<file path="config.mk">
export PLATFORM = sky130hd
export DESIGN_NAME = sprite_line_eval_flat
export DESIGN_NICKNAME = d
export VERILOG_FILES = /design/src/rtl/sprite_line_eval_if.sv /design/src/rtl/sprite_line_eval.sv /design/src/flat_wrapper.sv
export SDC_FILE = /design/constraint.sdc
export NUM_CORES = 1
export LEC_CHECK = 0
export CAP_MARGIN = 40
export CORE_MARGIN = 8
export CORE_UTILIZATION = 50
export CTS_BUF_LIST = sky130_fd_sc_hd__clkbuf_2
export DETAILED_ROUTE_END_ITERATION = 6
export GPL_ROUTABILITY_DRIVEN = 0
export GPL_TIMING_DRIVEN = 0
export PLACE_DENSITY = 0.75
export SKIP_CTS_REPAIR_TIMING = 1
export SLEW_MARGIN = 10
export SYNTH_ARGS = -nofsm -noshare
export SYNTH_HDL_FRONTEND = slang
export SYNTH_SLANG_ARGS = --single-unit
export TNS_END_PERCENT = 10
</file>
<file path="constraint.sdc">
create_clock -name clk -period 8.95 [get_ports clk]
set_clock_uncertainty 0.15 [all_clocks]
set_input_delay 1.3425 -clock clk [delete_from_list [all_inputs] [get_ports clk]]
set_output_delay 1.3425 -clock clk [all_outputs]
set_load 0.005 [all_outputs]
</file>
<file path="src/rtl/sprite_line_eval_if.sv">
`default_nettype none
// ============================================================================
// Module      : sprite_line_eval_if
// Description : Sprite RAM read port. The evaluator drives the address and
//               receives the entry one clock later.
// Revision    : 1.0 - initial release
// ============================================================================
interface sprite_rd_if #(
    parameter int ADDR_W = 6
);
    logic [ADDR_W-1:0] rd_addr;
    logic [31:0]       rd_data;

    modport master (output rd_addr, input  rd_data);
    modport slave  (input  rd_addr, output rd_data);
endinterface
`default_nettype wire

</file>
<file path="src/rtl/sprite_line_eval.sv">
`default_nettype none
// ============================================================================
// Module      : sprite_line_eval
// Description : Per-scanline sprite evaluator. On every line change it scans
//               the whole sprite RAM and collects up to SLOTS sprites that
//               overlap the next line into a shadow buffer; the shadow buffer
//               is published to the tile-draw units at the following change.
// Revision    : 1.0 - initial release
// ============================================================================
module sprite_line_eval #(
    parameter int SPRITE_NUM = 64,
    parameter int ADDR_W     = 6,
    parameter int SLOTS      = 8,
    parameter int SPRITE_H   = 16,
    parameter int POS_W      = 10
) (
    input  wire logic                  clk,
    input  wire logic                  rst,
    input  wire logic [POS_W-1:0]      vga_pos_y,
    input  wire logic                  game_window,
    sprite_rd_if.master                rd,
    output logic      [SLOTS*32-1:0]   slot_data,
    output logic      [SLOTS-1:0]      slot_valid,
    output logic                       overflow,
    output logic                       eval_late
);

    localparam int                CNT_W     = $clog2(SLOTS + 1);
    localparam int                IDX_W     = $clog2(SLOTS);
    localparam logic [ADDR_W-1:0] LAST_ADDR = ADDR_W'(SPRITE_NUM - 1);
    localparam logic [CNT_W-1:0]  SLOTS_C   = CNT_W'(SLOTS);
    localparam logic [POS_W-1:0]  HEIGHT_C  = POS_W'(SPRITE_H);

    typedef enum logic [1:0] {
        IDLE  = 2'd0,
        SCAN  = 2'd1,
        FLUSH = 2'd2
    } state_t;

    state_t                  state, state_n;
    logic [POS_W-1:0]        prev_y;
    logic [POS_W-1:0]        target;
    logic [ADDR_W-1:0]       addr;
    logic [CNT_W-1:0]        hit_cnt, hit_cnt_n;
    logic [SLOTS-1:0][31:0]  sh_data, sh_data_n;
    logic [SLOTS-1:0]        sh_valid, sh_valid_n;
    logic                    sh_ovf, sh_ovf_n;
    logic                    line_chg;
    logic                    test_en;
    logic                    hit;
    logic [POS_W-1:0]        y_ext;
    logic [POS_W-1:0]        diff;
    logic [IDX_W-1:0]        slot_idx;

    assign rd.rd_addr = addr;
    assign line_chg   = (vga_pos_y != prev_y);

    // The Y byte is zero-extended, so a sprite near Y=255 never wraps onto line 0.
    assign y_ext    = POS_W'(rd.rd_data[31:24]);
    assign diff     = target - y_ext;
    assign hit      = (target >= y_ext) && (diff < HEIGHT_C);
    assign slot_idx = hit_cnt[IDX_W-1:0];

    // State register.
    always_ff @(posedge clk) begin
        if (rst) begin
            state <= IDLE;
        end else begin
            state <= state_n;
        end
    end

    // Next state and test strobe; the entry for address 0 arrives one cycle after it is issued.
    always_comb begin
        state_n = state;
        test_en = 1'b0;
        case (state)
            IDLE: begin
                state_n = IDLE;
            end
            SCAN: begin
                test_en = (addr != '0);
                if (addr == LAST_ADDR) begin
                    state_n = FLUSH;
                end
            end
            FLUSH: begin
                test_en = 1'b1;
                state_n = IDLE;
            end
            default: begin
                state_n = IDLE;
            end
        endcase
        if (line_chg) begin
            state_n = SCAN;
        end
    end

    // Shadow buffer after this cycle's test; also what a same-cycle line change publishes.
    always_comb begin
        sh_data_n  = sh_data;
        sh_valid_n = sh_valid;
        sh_ovf_n   = sh_ovf;
        hit_cnt_n  = hit_cnt;
        if (test_en && hit) begin
            if (hit_cnt < SLOTS_C) begin
                sh_data_n[slot_idx]  = rd.rd_data;
                sh_valid_n[slot_idx] = 1'b1;
                hit_cnt_n            = hit_cnt + 1'b1;
            end else begin
                sh_ovf_n = 1'b1;
            end
        end
    end

    // Address sequencing, shadow capture and publication of the active slots.
    always_ff @(posedge clk) begin
        if (rst) begin
            prev_y     <= vga_pos_y;
            target     <= '0;
            addr       <= '0;
            hit_cnt    <= '0;
            sh_data    <= '0;
            sh_valid   <= '0;
            sh_ovf     <= 1'b0;
            slot_data  <= '0;
            slot_valid <= '0;
            overflow   <= 1'b0;
            eval_late  <= 1'b0;
        end else begin
            prev_y <= vga_pos_y;
            if (line_chg) begin
                slot_data  <= sh_data_n;
                slot_valid <= game_window ? sh_valid_n : '0;
                overflow   <= game_window & sh_ovf_n;
                sh_data    <= '0;
                sh_valid   <= '0;
                sh_ovf     <= 1'b0;
                hit_cnt    <= '0;
                target     <= vga_pos_y + 1'b1;
                addr       <= '0;
                if (state != IDLE) begin
                    eval_late <= 1'b1;
                end
            end else begin
                sh_data  <= sh_data_n;
                sh_valid <= sh_valid_n;
                sh_ovf   <= sh_ovf_n;
                hit_cnt  <= hit_cnt_n;
                if ((state == SCAN) && (addr != LAST_ADDR)) begin
                    addr <= addr + 1'b1;
                end
            end
        end
    end

endmodule
`default_nettype wire

</file>
<file path="src/flat_wrapper.sv">
// flat-port wrapper written by rule: the top's interface ports become plain ports
module sprite_line_eval_flat 
#(
    parameter int SPRITE_NUM = 64,
    parameter int ADDR_W     = 6,
    parameter int SLOTS      = 8,
    parameter int SPRITE_H   = 16,
    parameter int POS_W      = 10
)
  (clk, rst, vga_pos_y, game_window, slot_data, slot_valid, overflow, eval_late, rd_rd_addr, rd_rd_data);
  sprite_rd_if #(.ADDR_W(ADDR_W)) rd_i ();
  input  wire logic clk;
  input  wire logic rst;
  input  wire logic [POS_W-1:0] vga_pos_y;
  input  wire logic game_window;
  output logic      [SLOTS*32-1:0] slot_data;
  output logic      [SLOTS-1:0] slot_valid;
  output logic overflow;
  output logic eval_late;
  output wire logic [$bits(rd_i.rd_addr)-1:0] rd_rd_addr;
  input wire logic [$bits(rd_i.rd_data)-1:0] rd_rd_data;
  assign rd_rd_addr = rd_i.rd_addr;
  assign rd_i.rd_data = rd_rd_data;
  sprite_line_eval #(.SPRITE_NUM(SPRITE_NUM), .ADDR_W(ADDR_W), .SLOTS(SLOTS), .SPRITE_H(SPRITE_H), .POS_W(POS_W)) u_core (.clk(clk), .rst(rst), .vga_pos_y(vga_pos_y), .game_window(game_window), .rd(rd_i), .slot_data(slot_data), .slot_valid(slot_valid), .overflow(overflow), .eval_late(eval_late));
endmodule
</file>
==> summary.txt <==
Routing
  – First-pass detailed-route iteration total: 5
  – DRC: 0
  – Initial DRC Count: 1,484
  – Vias per cell: 5.607
  – Routed wl met3: 6721 um
  – Met2 wire len: 30,100 um
  – Post-Route WL: 67,750 um
  – Post-route antenna net violation count: 0
  – Wire length per cell: approximately 22 um
  – Via count: 17,432
  – Top sig layer: met5
  – Wl on met1: 27,730 um

Timing
  – Worst slew pin tran: 0.9294 ns
  – Fin crit share: 0.5124
  – Setup Viol. Count Final: 0
  – Final Max Tran Viols: 0
  – Relative slew slack: 0.3804
  – Max frequency: 218.0 MHz
  – Final Hold Viols: 0
  – Setup TNS: 0 ns
  – Setup WS post-layout: about 4.4 ns
  – Minimum clock period: roughly 4.6 ns
  – RSZ-0062 raised after global routing: no

Clock network
  – H-tree depth: 4
  – CTS clk-pin slew, worst paths: 0.09 ns
  – Worst-skew pair later-pin latency: 1.07 ns
  – Clock Path Buffers: 3
  – CTS tree: built
  – CTS Root Cell: clkbuf_2
  – Clock Sinks: 563
  – CTS Buf Count: 137

Pwr
  – Worst VDD drop: 94.96 uV
  – Pwr per Cell Area: 172.4 nW/um^2
  – Lkg Pwr: 0.01020 uW

Synth
  – Warnings from Yosys: 0
  – Fraction of the yosys area taken by sequential cells: 0.5624
  – Post-synth EDFFs: 0
  – Synth area leader: dfxtp_1
  – Top post-synthesis cells by area: dfxtp_1 56%, mux2i_1 11%, nor2_1 9.6%, a211oi_1 8.8%, clkbuf_1 3.1%
  – Post-Syn Area: 20,040 sq um
  – Synthesized area per cell: roughly 10 sq um
  – Synth Instances: 2,035
  – Yosys top cell area share: 0.5624
  – Distinct cells, synth: 48
  – Syn nets: between 2,000 and 2,500
  – Main synth FF type: dfxtp_1
  – Flops & latches, synth: 563
  – Post-synthesis async set-or-reset flop share: 0

Worst setup path
  – Cell seen most often among critical-path stages: mux2i_1
  – Reg2reg start: u_core.target[1]
  – Worst path bufs/invs: 3
  – Worst r2r dst: u_core.slot_data[76]
  – Worst-path fanout max: 10
  – Top cell family by delay on the critical path: buffers and inverters
  – WP data required: 9.74 ns
  – Type of element launching the critical path: input port
  – WP data arrival: 5.38 ns
  – CP endpoint kind: flop
  – Slowest CP cell: clkbuf_1
  – R2R setup slack: about 5.2 ns
  – Reg2Reg Depth: 9
  – CP max stage delay: 0.67 ns
  – Crit path cell chain: clkbuf_1, inv_1, ha_1, nor2b_1, o2111a_1, nor3_1, mux2i_1, nand4_1, buf_2, mux2i_1, a211oi_1
  – Critical path type: in -> reg

Global route
  – First-pass GRT wire length: between 100,000 and 150,000 um
  – Total grt overflow: 0
  – Antenna violations before repair: 2
  – Vias in the first global route: 17,379
  – Gr usage total: 0.2784
  – Largest net degree at the start of global routing: 17

Final layout
  – Most frequent cells in the layout: 563 x dfxtp_1, 510 x nor2_1, 284 x clkdlybuf4s50_1
  – P&R area growth vs syn: 25.50%
  – Final #Nets: roughly 2,600
  – Most common cell after layout, fill and taps aside: dfxtp_1
  – Share of cells above drive strength 1: 0.1038
  – Fillers: approximately 3,300
  – Fin util: 0.6344
  – Fin cells: 3,109

Floorplanning
  – Starting density of the core: 0.5055
  – Die ar.: 46,740 sq um
  – Die span in x: between 200 and 250 um
  – Ports: 317
  – Chip height: 216.2 um
  – Total core area: around 40,000 sq um
  – Row cnt: 73

Worst hold path
  – Worst hold path type: reg -> reg
  – Hold Path Sink: u_core.sh_valid[0]
  – Hold path start: u_core.sh_valid[0]
  – Hold Crit Depth: 2

Place
  – Port-buffer cells: about 280
  – Inst Count DP: approximately 2,900
  – Post-place setup slack: 3.362 ns
  – DP Wirelength: 50,090 um

Run
  – Maxcap violations: 0

Run status
  – Status: finished clean
## registers in the layout, summed over array words and instances, names as in the netlist, 4 cells and up
signal             cells
u_core.slot_data     256
u_core.rd.rd_addr      6
u_core.prev_y         10
u_core.hit_cnt         4
u_core.slot_valid      8
u_core.sh_data       256
u_core.sh_valid        8
u_core.target         10
## area by class of cell
| cell class | count | area [sq um] | area share |
|---|---|---|---|
| tap | 525 | 656.9 | 0.02612 |
| clock inverter | 36 | 215.2 | 0.008557 |
| timing repair buffer | 318 | 3267 | 0.1299 |
| sequential | 563 | 11270 | 0.4482 |
| multi-input combinational | 1264 | 7913 | 0.3146 |
| inverter | 15 | 56.30 | 0.002239 |
| clock buffer | 193 | 965.9 | 0.03841 |
| buffer | 193 | 799.5 | 0.03179 |
| antenna | 2 | 5.005 | 0.0001990 |
## worst register-to-register path, cell delays in order (launching register included)
cell	delay, ns
dfxtp_1	0.33
ha_1	0.26
nor2b_1	0.15
o2111a_1	0.28
nor3_1	0.31
mux2i_1	0.59
nand4_1	0.63
buf_2	0.45
mux2i_1	0.18
a211oi_1	0.30
## metrics by stage
step | total power, uW | cell area (sq um) | hold slack, ns
final | 4336 | 25150 | 0.3097
after global routing | 4498 | 25150 | 0.3463
after CTS | 4348 | 25140 | 0.3148
after detailed placement | 2737 | 23960 | 0.2931
after global placement | 2717 | 23540 | 0.2839
after floorplan | 2647 | 20040 | 0.2710
## worst max-delay path by stage
stage,startpoint,to,depth (start not counted)
finish,rd_rd_data[25],u_core.slot_data[76],11
global route,rd_rd_data[28],u_core.slot_data[79],11
CTS,rd_rd_data[25],u_core.slot_data[76],11
detailed placement,rd_rd_data[25],u_core.slot_data[79],11
global placement,rd_rd_data[25],u_core.slot_data[69],11
floorplan,rd_rd_data[25],u_core.slot_data[130],11
## Yosys cell counts, types with 10 or more instances
master    instances
clkbuf_1        167
nand2_1          19
xor2_1           18
nand3_1          10
a21oi_1          37
mux2i_1         227
nand4_1          36
inv_1            15
dfxtp_1         563
o21ai_0          44
ha_1             15
buf_2            15
a31oi_1          19
o21bai_1         16
a211oi_1        235
nor2_1          510
a311oi_1         16
## power breakdown
group          switching [uW]  total [uW]  internal, uW
sequential               4.42        2510          2510
clock                     993        1650           659
combinational             118         169          51.6
total                    1110        4340          3220
## kinds of logic after synthesis
kind of cell / after synthesis / synth area share
and+or+nand+nor: 617 / 0.1281
DFF: 563 / 0.5624
AOI/OAI and AO/OA: 379 / 0.1326
muxes: 228 / 0.1139
buffers and inverters: 208 / 0.04271
xor gates and xnor gates: 25 / 0.01093
adders and majority gates: 15 / 0.009366
## layer usage
metal  GRT usage  vias up
met4      0.1413        2
met1      0.3419     8334
met3     0.09457      188
met2      0.4314      842
met5           0        -
li1            -     8066
Power figures use the tool's default switching activity.
